<file path="src/rtl/serdes_prbs_pkg.sv">
// ---------------------------------------------------------------------------
// serdes_prbs_pkg
//   Definitions shared by the receive-side PRBS7 checker and the
//   transmit-side PRBS7 generator:
//     - PRBS7 polynomial order and feedback taps (x^7 + x^6 + 1)
//     - checker FSM state encoding
//     - prbs7_predict(): the next bit implied by a 7-bit history
// ---------------------------------------------------------------------------
package serdes_prbs_pkg;

    localparam int PRBS7_ORDER = 7;
    localparam int PRBS7_TAP_A = 7;
    localparam int PRBS7_TAP_B = 6;

    typedef enum logic [1:0] {
        ST_SEARCH = 2'd0,
        ST_VERIFY = 2'd1,
        ST_LOCKED = 2'd2
    } prbs_state_e;

    // Bit s[TAP-1] holds the bit received TAP bits ago.
    function automatic logic prbs7_predict(input logic [PRBS7_ORDER-1:0] s);
        return s[PRBS7_TAP_A-1] ^ s[PRBS7_TAP_B-1];
    endfunction

endpackage

</file>
<file path="src/rtl/prbs7_lfsr.sv">
// ---------------------------------------------------------------------------
// prbs7_lfsr
//   PRBS7 history register. On each cycle with advance=1 the register
//   shifts left and load_bit enters at bit 0. pred is the bit the
//   polynomial expects next, given the current history.
// Ports:
//   clk       in   clock, rising edge
//   rst       in   synchronous active-high reset (register -> 0)
//   advance   in   shift enable
//   load_bit  in   bit shifted in when advancing
//   pred      out  predicted next bit
// ---------------------------------------------------------------------------
module prbs7_lfsr
    import serdes_prbs_pkg::*;
(
    input  logic clk,
    input  logic rst,
    input  logic advance,
    input  logic load_bit,
    output logic pred
);

    logic [PRBS7_ORDER-1:0] lfsr_q;
    logic [PRBS7_ORDER-1:0] lfsr_d;

    always_comb begin
        lfsr_d = lfsr_q;
        if (advance) begin
            lfsr_d = {lfsr_q[PRBS7_ORDER-2:0], load_bit};
        end
    end

    always_ff @(posedge clk) begin
        if (rst) begin
            lfsr_q <= '0;
        end else begin
            lfsr_q <= lfsr_d;
        end
    end

    assign pred = prbs7_predict(lfsr_q);

endmodule

</file>
<file path="config.mk">
export PLATFORM = sky130hd
export DESIGN_NAME = prbs7_lfsr
export DESIGN_NICKNAME = d
export VERILOG_FILES = /design/src/rtl/serdes_prbs_pkg.sv /design/src/rtl/prbs7_lfsr.sv
export SDC_FILE = /design/constraint.sdc
export NUM_CORES = 1
export LEC_CHECK = 0
export CORE_AREA = 10 10 47 49
export CTS_BUF_LIST = sky130_fd_sc_hd__clkbuf_4 sky130_fd_sc_hd__clkbuf_8
export DETAILED_ROUTE_END_ITERATION = 8
export DIE_AREA = 0 0 57 59
export GPL_ROUTABILITY_DRIVEN = 0
export SKIP_LAST_GASP = 1
export SLEW_MARGIN = 20
export SYNTH_ARGS = -nofsm -noshare
export SYNTH_HDL_FRONTEND = slang
export SYNTH_SLANG_ARGS = --single-unit
</file>
<file path="constraint.sdc">
create_clock -name clk -period 2.3 [get_ports clk]
set_clock_uncertainty 0.15 [all_clocks]
set_input_delay 0.69 -clock clk [delete_from_list [all_inputs] [get_ports clk]]
set_output_delay 0.69 -clock clk [all_outputs]
set_load 0.03 [all_outputs]
</file>
Word-level counts from Yosys, hierarchy flattened
Index checks and enable logic that the tools add are counted.
Storage, ports and cells
  bits in registers: 7
  input bits: 4
  output and inout port bits: 1
  word-level logic and storage cells: 2
Cells by class
  bitwise gates (word level): 1
Operators by type and width (count)
  $xor A1 B1 Y1: 1

Depth between registers and ports, before layout
Gate-level depths: netlist of run 1.
  depth after elaboration: 1
  depth in mapped cells: 3
  depth with buffers taken out: 2

Worst setup path before layout of run 1
Ideal clock, no wire load.
  path kind: register to output
  start: register lfsr_q[5]
  end: output pred
  arrival time: 0.837 ns
  data required time: 1.460 ns
  slack: 0.623 ns
  stages on the path, launching flop included: 2
  path buffers: 0
  path through: dfxtp_1 -> xor2_1
On the way
  cells in the longest elaborated chain, start to end: 1
Ends and longest elaborated chain
  start: declaration: RTL line prbs7_lfsr.sv:23  | logic [PRBS7_ORDER-1:0] lfsr_q;
  start signal: assignment: RTL line prbs7_lfsr.sv:37  | lfsr_q <= lfsr_d;
  $xor A1 B1 Y1: RTL line serdes_prbs_pkg.sv:23  | return s[PRBS7_TAP_A-1] ^ s[PRBS7_TAP_B-1];
  end: declaration: RTL line prbs7_lfsr.sv:20  | output logic pred
Every way passes these cells.

Worst setup path in the final report of run 1
Same ends and word-level chain as after synthesis.

==> results of run 1 <==
==> power groups by stage <==
stage	Clock, W	Combinational [W]	Sequential (W)
6_report	0.000120	0.0000144	0.000125
5_1_grt	0.000135	0.0000158	0.000125
4_1_cts	0.000127	0.0000147	0.000125
3_5_place_dp	0	0.0000144	0.000127
3_3_place_gp	0	0.0000144	0.000127
2_1_floorplan	0	0.00000889	0.000127
==> per-layer routing <==
layer | GRT usage (%) | part of all wire (%) | vias up
li1 | - | - | 88
met5 | 0 | 0 | -
met2 | 3.41 | 35 | 5
met1 | 2.39 | 49 | 74
met3 | 4.08 | 17 | 0
met4 | 5.03 | 0 | 0
==> through the flow <==
step	instances	util, %	hold slack [ns]	setup slack, ns
floorplan	23	-	0.310	0.623
global placement	42	21.8	0.327	0.299
detailed placement	42	21.8	0.337	0.280
CTS	46	23.9	0.353	0.00344
global route	46	24.1	0.382	0.340
finish	46	24.1	0.342	0.420
==> cell usage in the layout (no fill, tap or decap) <==
master           n
clkbuf_4         4
dfxtp_1          7
nor2_1           7
xor2_1           1
mux2i_1          7
clkdlybuf4s50_1  3
dlymetal6s2s_1   1
==> worst max-delay path: cells and delay by family (launching register included) <==
family	cells	cell delay (ns)
flops	1	0.36
buf+inv	1	0.30
xor+xnor	1	0.14
==> path summary, 6_finish.rpt <==
| check | end | slack [ns] | depth (start not counted) |
|---|---|---|---|
| min | lfsr_q[4] | 0.34 | 2 |
| max | pred | 0.42 | 2 |
| min reg2reg | lfsr_q[4] | 0.34 | 2 |
| max reg2reg | lfsr_q[3] | 1.52 | 2 |
==> kinds of logic (layout without fill, tap and decap cells) <==
group,Yosys count,in the layout,synth area share [%]
flip-flops,7,7,54.6
multiplexers,7,7,27.3
AND/OR/NAND/NOR,7,7,10.2
XOR/XNOR,1,1,3.42
buffers and inverters,1,8,4.39
==> final cells by class <==
cell class / count / area, um^2
fillers: 160 / 1060
flip-flops and latches: 7 / 140
multi-input cells: 15 / 105
clock buffers: 4 / 30.0
well taps: 16 / 20.0
repair buffers: 4 / 42.5
==> results.txt, run 1 <==
----------------------------------------------------
[Route]
  Drt first pass iters ... 2
  DR vias/cell ... 3.63
  DRT antenna net count ... 0
  Drt total wl ... 412 um
  Overall via count from detail_route ... 167
  Drt wl/cell ... 8.96 um
  DRC violations left ... 0
  Number of DRC markers in iteration 0 ... 1

[Timing]
  Final worst path period share ... 81.7%
  Number of endpoints with negative hold slack in the final report ... 0
  Total Neg Setup Slack ... 0 ns
  RSZ-0062 raised after global routing ... false
  Slew Viols, Final ... 0
  Final critical-path required period ... 1.88 ns
  Final Setup Violations ... 0
  Least-Margin Pin Slew ... 0.388 ns
  Max-slew headroom at the worst pin ... 74.0%
  Maximum frequency from static timing analysis ... 532 MHz

[Final layout]
  Flip-flop count of the largest register, all copies and words added ... 7
  Most flops, register ... lfsr_q
  Layout overhead on the synthesized area ... 31.7%
  Number of diodes ... 0
  Nets ... 35
  Post-Layout Inst Area ... 338 um^2
  Registers with the most flip-flops ... lfsr_q (7)
  Share of cells above drive strength 1 ... 13.3%

[Setup path]
  Crit path arrival time ... 1.04 ns
  Critical path class ... flop to output pin
  Master of the slowest instance on the critical path ... dfxtp_1
  Launch point of the worst path ... lfsr_q[5]
  Crit path max fanout ... 3
  Reg2reg start ... lfsr_q[2]
  Capturing element type of the critical path ... output pin
  Required time at the endpoint of the critical path ... 1.46 ns
  Chain of cells forming the critical path ... xor2_1, dlymetal6s2s_1
  Slowest Stage Delay on Critical Path ... 0.36 ns
  Critical path startpoint category ... flop

[Floorplanning]
  Vertical die dimension ... 59 um
  Starting utilization of the core area ... 18.3%
  Number of rows in the core area ... 14
  Die area ... 3360 um^2
  Number of ports placed on the die boundary ... 5
  Placeable core region ... 1400 um^2
  Horizontal extent of the die ... 57 um

[Synth]
  Count of unique library cells instantiated by Yosys ... 5
  Commonest register cell after synthesis ... dfxtp_1
  Top cells by instance count after synthesis ... dfxtp_1 (7), mux2i_1 (7), nor2_1 (7)
  Synthesized area per cell ... 11.2 um^2
  Proportion of netlist area held by the largest area contributor ... 54.6%
  Post-synth EDFFs ... 0
  Sequential element share of the synthesized area ... 54.6%
  Biggest area contributors in the synthesized netlist ... dfxtp_1 (55%), mux2i_1 (27%), nor2_1 (10%)
  Synthesis Warnings ... 0
  Proportion of synthesized flip-flops having asynchronous set or reset ... 0%
  Netlist area before placement ... 256 um^2
  Synthesized instance count ... 23
  Cell type contributing the most total cell area after synthesis ... dfxtp_1
  Syn_nets ... 27
  Register bit count reported by yosys ... 7

[Global route]
  Residual overflow from global routing ... 0
  Maximum number of pins on one net before global-route repair ... 8
  Initial antenna violation count ... 0
  First-pass GRT wire length ... 724 um
  Aggregate global-route resource usage ... 3.29%
  Vias in the first global route ... 188

[Clocking]
  Total of cells resized after clock tree synthesis ... 0
  Insertion delay to the later sink of the worst-skew pair ... 0.25 ns
  Post-CTS clock slew at the launch and capture registers of the worst setup and hold paths ... 0.05 ns
  Clock Root Buffer ... clkbuf_4
  Post-CTS setup-driven buffer insertion count ... 0
  Number of sinks driven by the clock tree ... 7
  Total of hold buffers inserted after clock tree synthesis ... 0
  CTS tree ... yes
  CTS Buf Count ... 3
  Total number of H-tree levels ... 1
  Maximum buffer depth of the clock tree ... 2

[Min path]
  Worst min-delay path startpoint ... lfsr_q[4]
  Hold WC Path Type ... flop to flop

[Outcome]
  Result of the run ... complete, no violations

[Power and ir drop]
  Leakage power of the design ... 0.170 nW
  Portion of total power attributed to sequential cells ... 48.0%
  Net switching power figure ... 0.0000497 W
  IR Drop Worst-Case VDD ... 0.000182 V
  Proportion of power drawn by combinational gates ... 5.6%
  Internal Pwr Total ... 0.000210 W
  Switching share of power ... 19.1%
  Power density normalized to cell area ... 768 nW/um^2
  Relative contribution of the clock network to total power ... 46.4%
  Total chip power ... 0.000259 W

[Flow run]
  Max-cap violations ... 0

[Placed design]
  Number of buffers added on ports ... 4
  Area after DPL ... 305 um^2

----------------------------------------------------
No activity file was read; power rests on OpenSTA's default activity.
==> inputs of run 2 (changes only) <==
==> constraint.sdc (replaced) <==
create_clock -name clk -period 1.87 [get_ports clk]
set_clock_uncertainty 0.15 [all_clocks]
set_input_delay 0.561 -clock clk [delete_from_list [all_inputs] [get_ports clk]]
set_output_delay 0.561 -clock clk [all_outputs]
set_load 0.03 [all_outputs]
==> run 2 against run 1 <==
Sequential cell count stayed put. Design area is 3.0% higher. Clock power is 22% higher. Register-to-register slack worse by 0.42 ns. Global-route usage hardly changed. Sequential power is 22% higher. Worst hold slack better by 0.0023 ns. Non-clock buffer count is 2 higher. Via count is 2.4% higher. Critical path depth stayed put. Cell count is 4.3% higher.
==> results.txt, run 2 (synthesized netlist as in run 1, its figures left out) <==
----------------------------------------------------
[Final layout]
  Number of diodes ... 0 (unchanged)
  Most flops, register ... lfsr_q (unchanged)
  Post-Layout Inst Area ... 348 um^2 (was 338 um^2)
  Nets ... 37 (was 35)
  Registers with the most flip-flops ... lfsr_q (7) (unchanged)
  Layout overhead on the synthesized area ... 35.6% (was 31.7%)
  Flip-flop count of the largest register, all copies and words added ... 7 (unchanged)
  Share of cells above drive strength 1 ... 21.9% (was 13.3%)
  Commonest cells after routing, fill and taps aside ... mux2i_1 (7), nor2_1 (7), dfxtp_1 (7), clkbuf_4 (4) (was mux2i_1 (7), nor2_1 (7), dfxtp_1 (7), clkbuf_4 (4), clkdlybuf4s50_1 (3))
  Final Non-Filler Cells ... 48 (was 46)

[Clocking]
  CTS Buf Count ... 3 (unchanged)
  Total number of H-tree levels ... 1 (unchanged)
  Clock Root Buffer ... clkbuf_4 (unchanged)
  Maximum buffer depth of the clock tree ... 2 (unchanged)
  Total of cells resized after clock tree synthesis ... 0 (unchanged)
  Number of sinks driven by the clock tree ... 7 (unchanged)
  Insertion delay to the later sink of the worst-skew pair ... 0.24 ns (was 0.25 ns)
  Total of hold buffers inserted after clock tree synthesis ... 0 (unchanged)
  Post-CTS setup-driven buffer insertion count ... 0 (unchanged)
  CTS tree ... yes (unchanged)
  Post-CTS clock slew at the launch and capture registers of the worst setup and hold paths ... 0.05 ns (about the same)

[Timing]
  Total Neg Setup Slack ... 0 ns (unchanged)
  Setup WS post-layout ... 0.239 ns (was 0.420 ns)
  Number of endpoints with negative hold slack in the final report ... 0 (unchanged)
  Final worst path period share ... 87.2%
  RSZ-0062 raised after global routing ... false (unchanged)
  Final Setup Violations ... 0 (unchanged)
  Worst hold slack ... 0.345 ns (was 0.342 ns)
  Slew Viols, Final ... 0 (unchanged)
  Max-slew headroom at the worst pin ... 84.6% (was 74.0%)
  Final critical-path required period ... 1.63 ns
  Maximum frequency from static timing analysis ... 613 MHz
  Least-Margin Pin Slew ... 0.230 ns (was 0.388 ns)

[Route]
  Drt total wl ... 432 um (was 412 um)
  DRC violations left ... 0 (unchanged)
  Overall via count from detail_route ... 171 (was 167)
  Drt first pass iters ... 3 (was 2)
  Drt wl/cell ... 9.00 um (was 8.96 um)
  DR vias/cell ... 3.56 (was 3.63)
  DRT antenna net count ... 0 (unchanged)
  Number of DRC markers in iteration 0 ... 7 (was 1)

[Placed design]
  Number of buffers added on ports ... 4 (unchanged)
  Pre-CTS worst setup slack ... 0.148 ns (was 0.280 ns)
  Cell Count Post-Placement ... 44 (was 42)
  Area after DPL ... 318 um^2 (was 305 um^2)

[Setup path]
  Crit path arrival time ... 0.92 ns (was 1.04 ns)
  Critical path startpoint category ... flop (unchanged)
  Setup slack of the most critical reg-to-reg path ... 1.10 ns (was 1.52 ns)
  Required time at the endpoint of the critical path ... 1.16 ns (was 1.46 ns)
  Chain of cells forming the critical path ... xor2_1, buf_4 (was xor2_1, dlymetal6s2s_1)
  Capturing element type of the critical path ... output pin (unchanged)
  Slowest Stage Delay on Critical Path ... 0.36 ns (about the same)
  Master of the slowest instance on the critical path ... dfxtp_1 (unchanged)
  Critical path class ... flop to output pin (unchanged)
  Crit path max fanout ... 3 (unchanged)

[Min path]
  Hold WC Path Type ... flop to flop (unchanged)

[Floorplanning]
  Starting utilization of the core area ... 18.3% (unchanged)
  Number of ports placed on the die boundary ... 5 (unchanged)
  Vertical die dimension ... 59 um (unchanged)
  Placeable core region ... 1400 um^2 (unchanged)
  Die area ... 3360 um^2 (unchanged)
  Horizontal extent of the die ... 57 um (unchanged)
  Number of rows in the core area ... 14 (unchanged)

[Global route]
  Residual overflow from global routing ... 0 (unchanged)
  Maximum number of pins on one net before global-route repair ... 8 (unchanged)
  Vias in the first global route ... 180 (was 188)
  Initial antenna violation count ... 0 (unchanged)
  Aggregate global-route resource usage ... 3.33% (was 3.29%)
  First-pass GRT wire length ... 738 um (was 724 um)

[Flow run]
  Max-cap violations ... 0 (unchanged)

[Power and ir drop]
  Leakage power of the design ... 0.163 nW (was 0.170 nW)
  IR Drop Worst-Case VDD ... 0.000273 V (was 0.000182 V)
  Power density normalized to cell area ... 920 nW/um^2 (was 768 nW/um^2)

[Outcome]
  Result of the run ... complete, no violations (unchanged)

----------------------------------------------------
-- run 2: cell types whose count changed in the layout (fill, tap and decap cells not counted), sizes merged --
| cell | delta |
|---|---|
| buf | +3 |
| dlymetal6s2s | -1 |
-- run 2: final timing paths --
kind / to / from / cells after the start
max: pred / lfsr_q[5] / 2
min: lfsr_q[5] / lfsr_q[4] / 2
max reg2reg: lfsr_q[6] / lfsr_q[5] / 2
min reg2reg: lfsr_q[5] / lfsr_q[4] / 2
-- run 2: layout make-up --
type	instances	area, um^2
clock buffers	4	30.0
flip-flops and latches	7	140
fillers	158	1050
multi-input cells	15	105
well taps	16	20.0
repair buffers	6	52.6
-- run 2: power by group --
group	internal, W	switching (W)	total, W
clock network	0.0000956	0.0000504	0.000146
logic	0.0000128	0.00000796	0.0000208
registers	0.000152	0.00000126	0.000153
-- run 2: layer usage --
metal / vias up / routed length (um) / part of all wire, % / global-route usage, %
met5: - / 0 / 0 / 0
met4: 0 / 0 / 0 / 5.03
met3: 0 / 70 / 16 / 4.08
met2: 5 / 161 / 37 / 3.10
met1: 72 / 201 / 47 / 2.74
li1: 94 / - / - / -
-- run 2: metrics by stage --
stage          power (W)  utilization (%)
2_1_floorplan   0.000167                -
3_3_place_gp    0.000177             22.7
3_5_place_dp    0.000177             22.7
4_1_cts         0.000331             24.8
5_1_grt         0.000341             24.8
6_report        0.000320             24.8
-- run 2: worst max-delay path, delay by kind of cell (launching register included) --
family	cells	cell delay [ns]
flops	1	0.36
buf+inv	1	0.17
xor+xnor	1	0.15
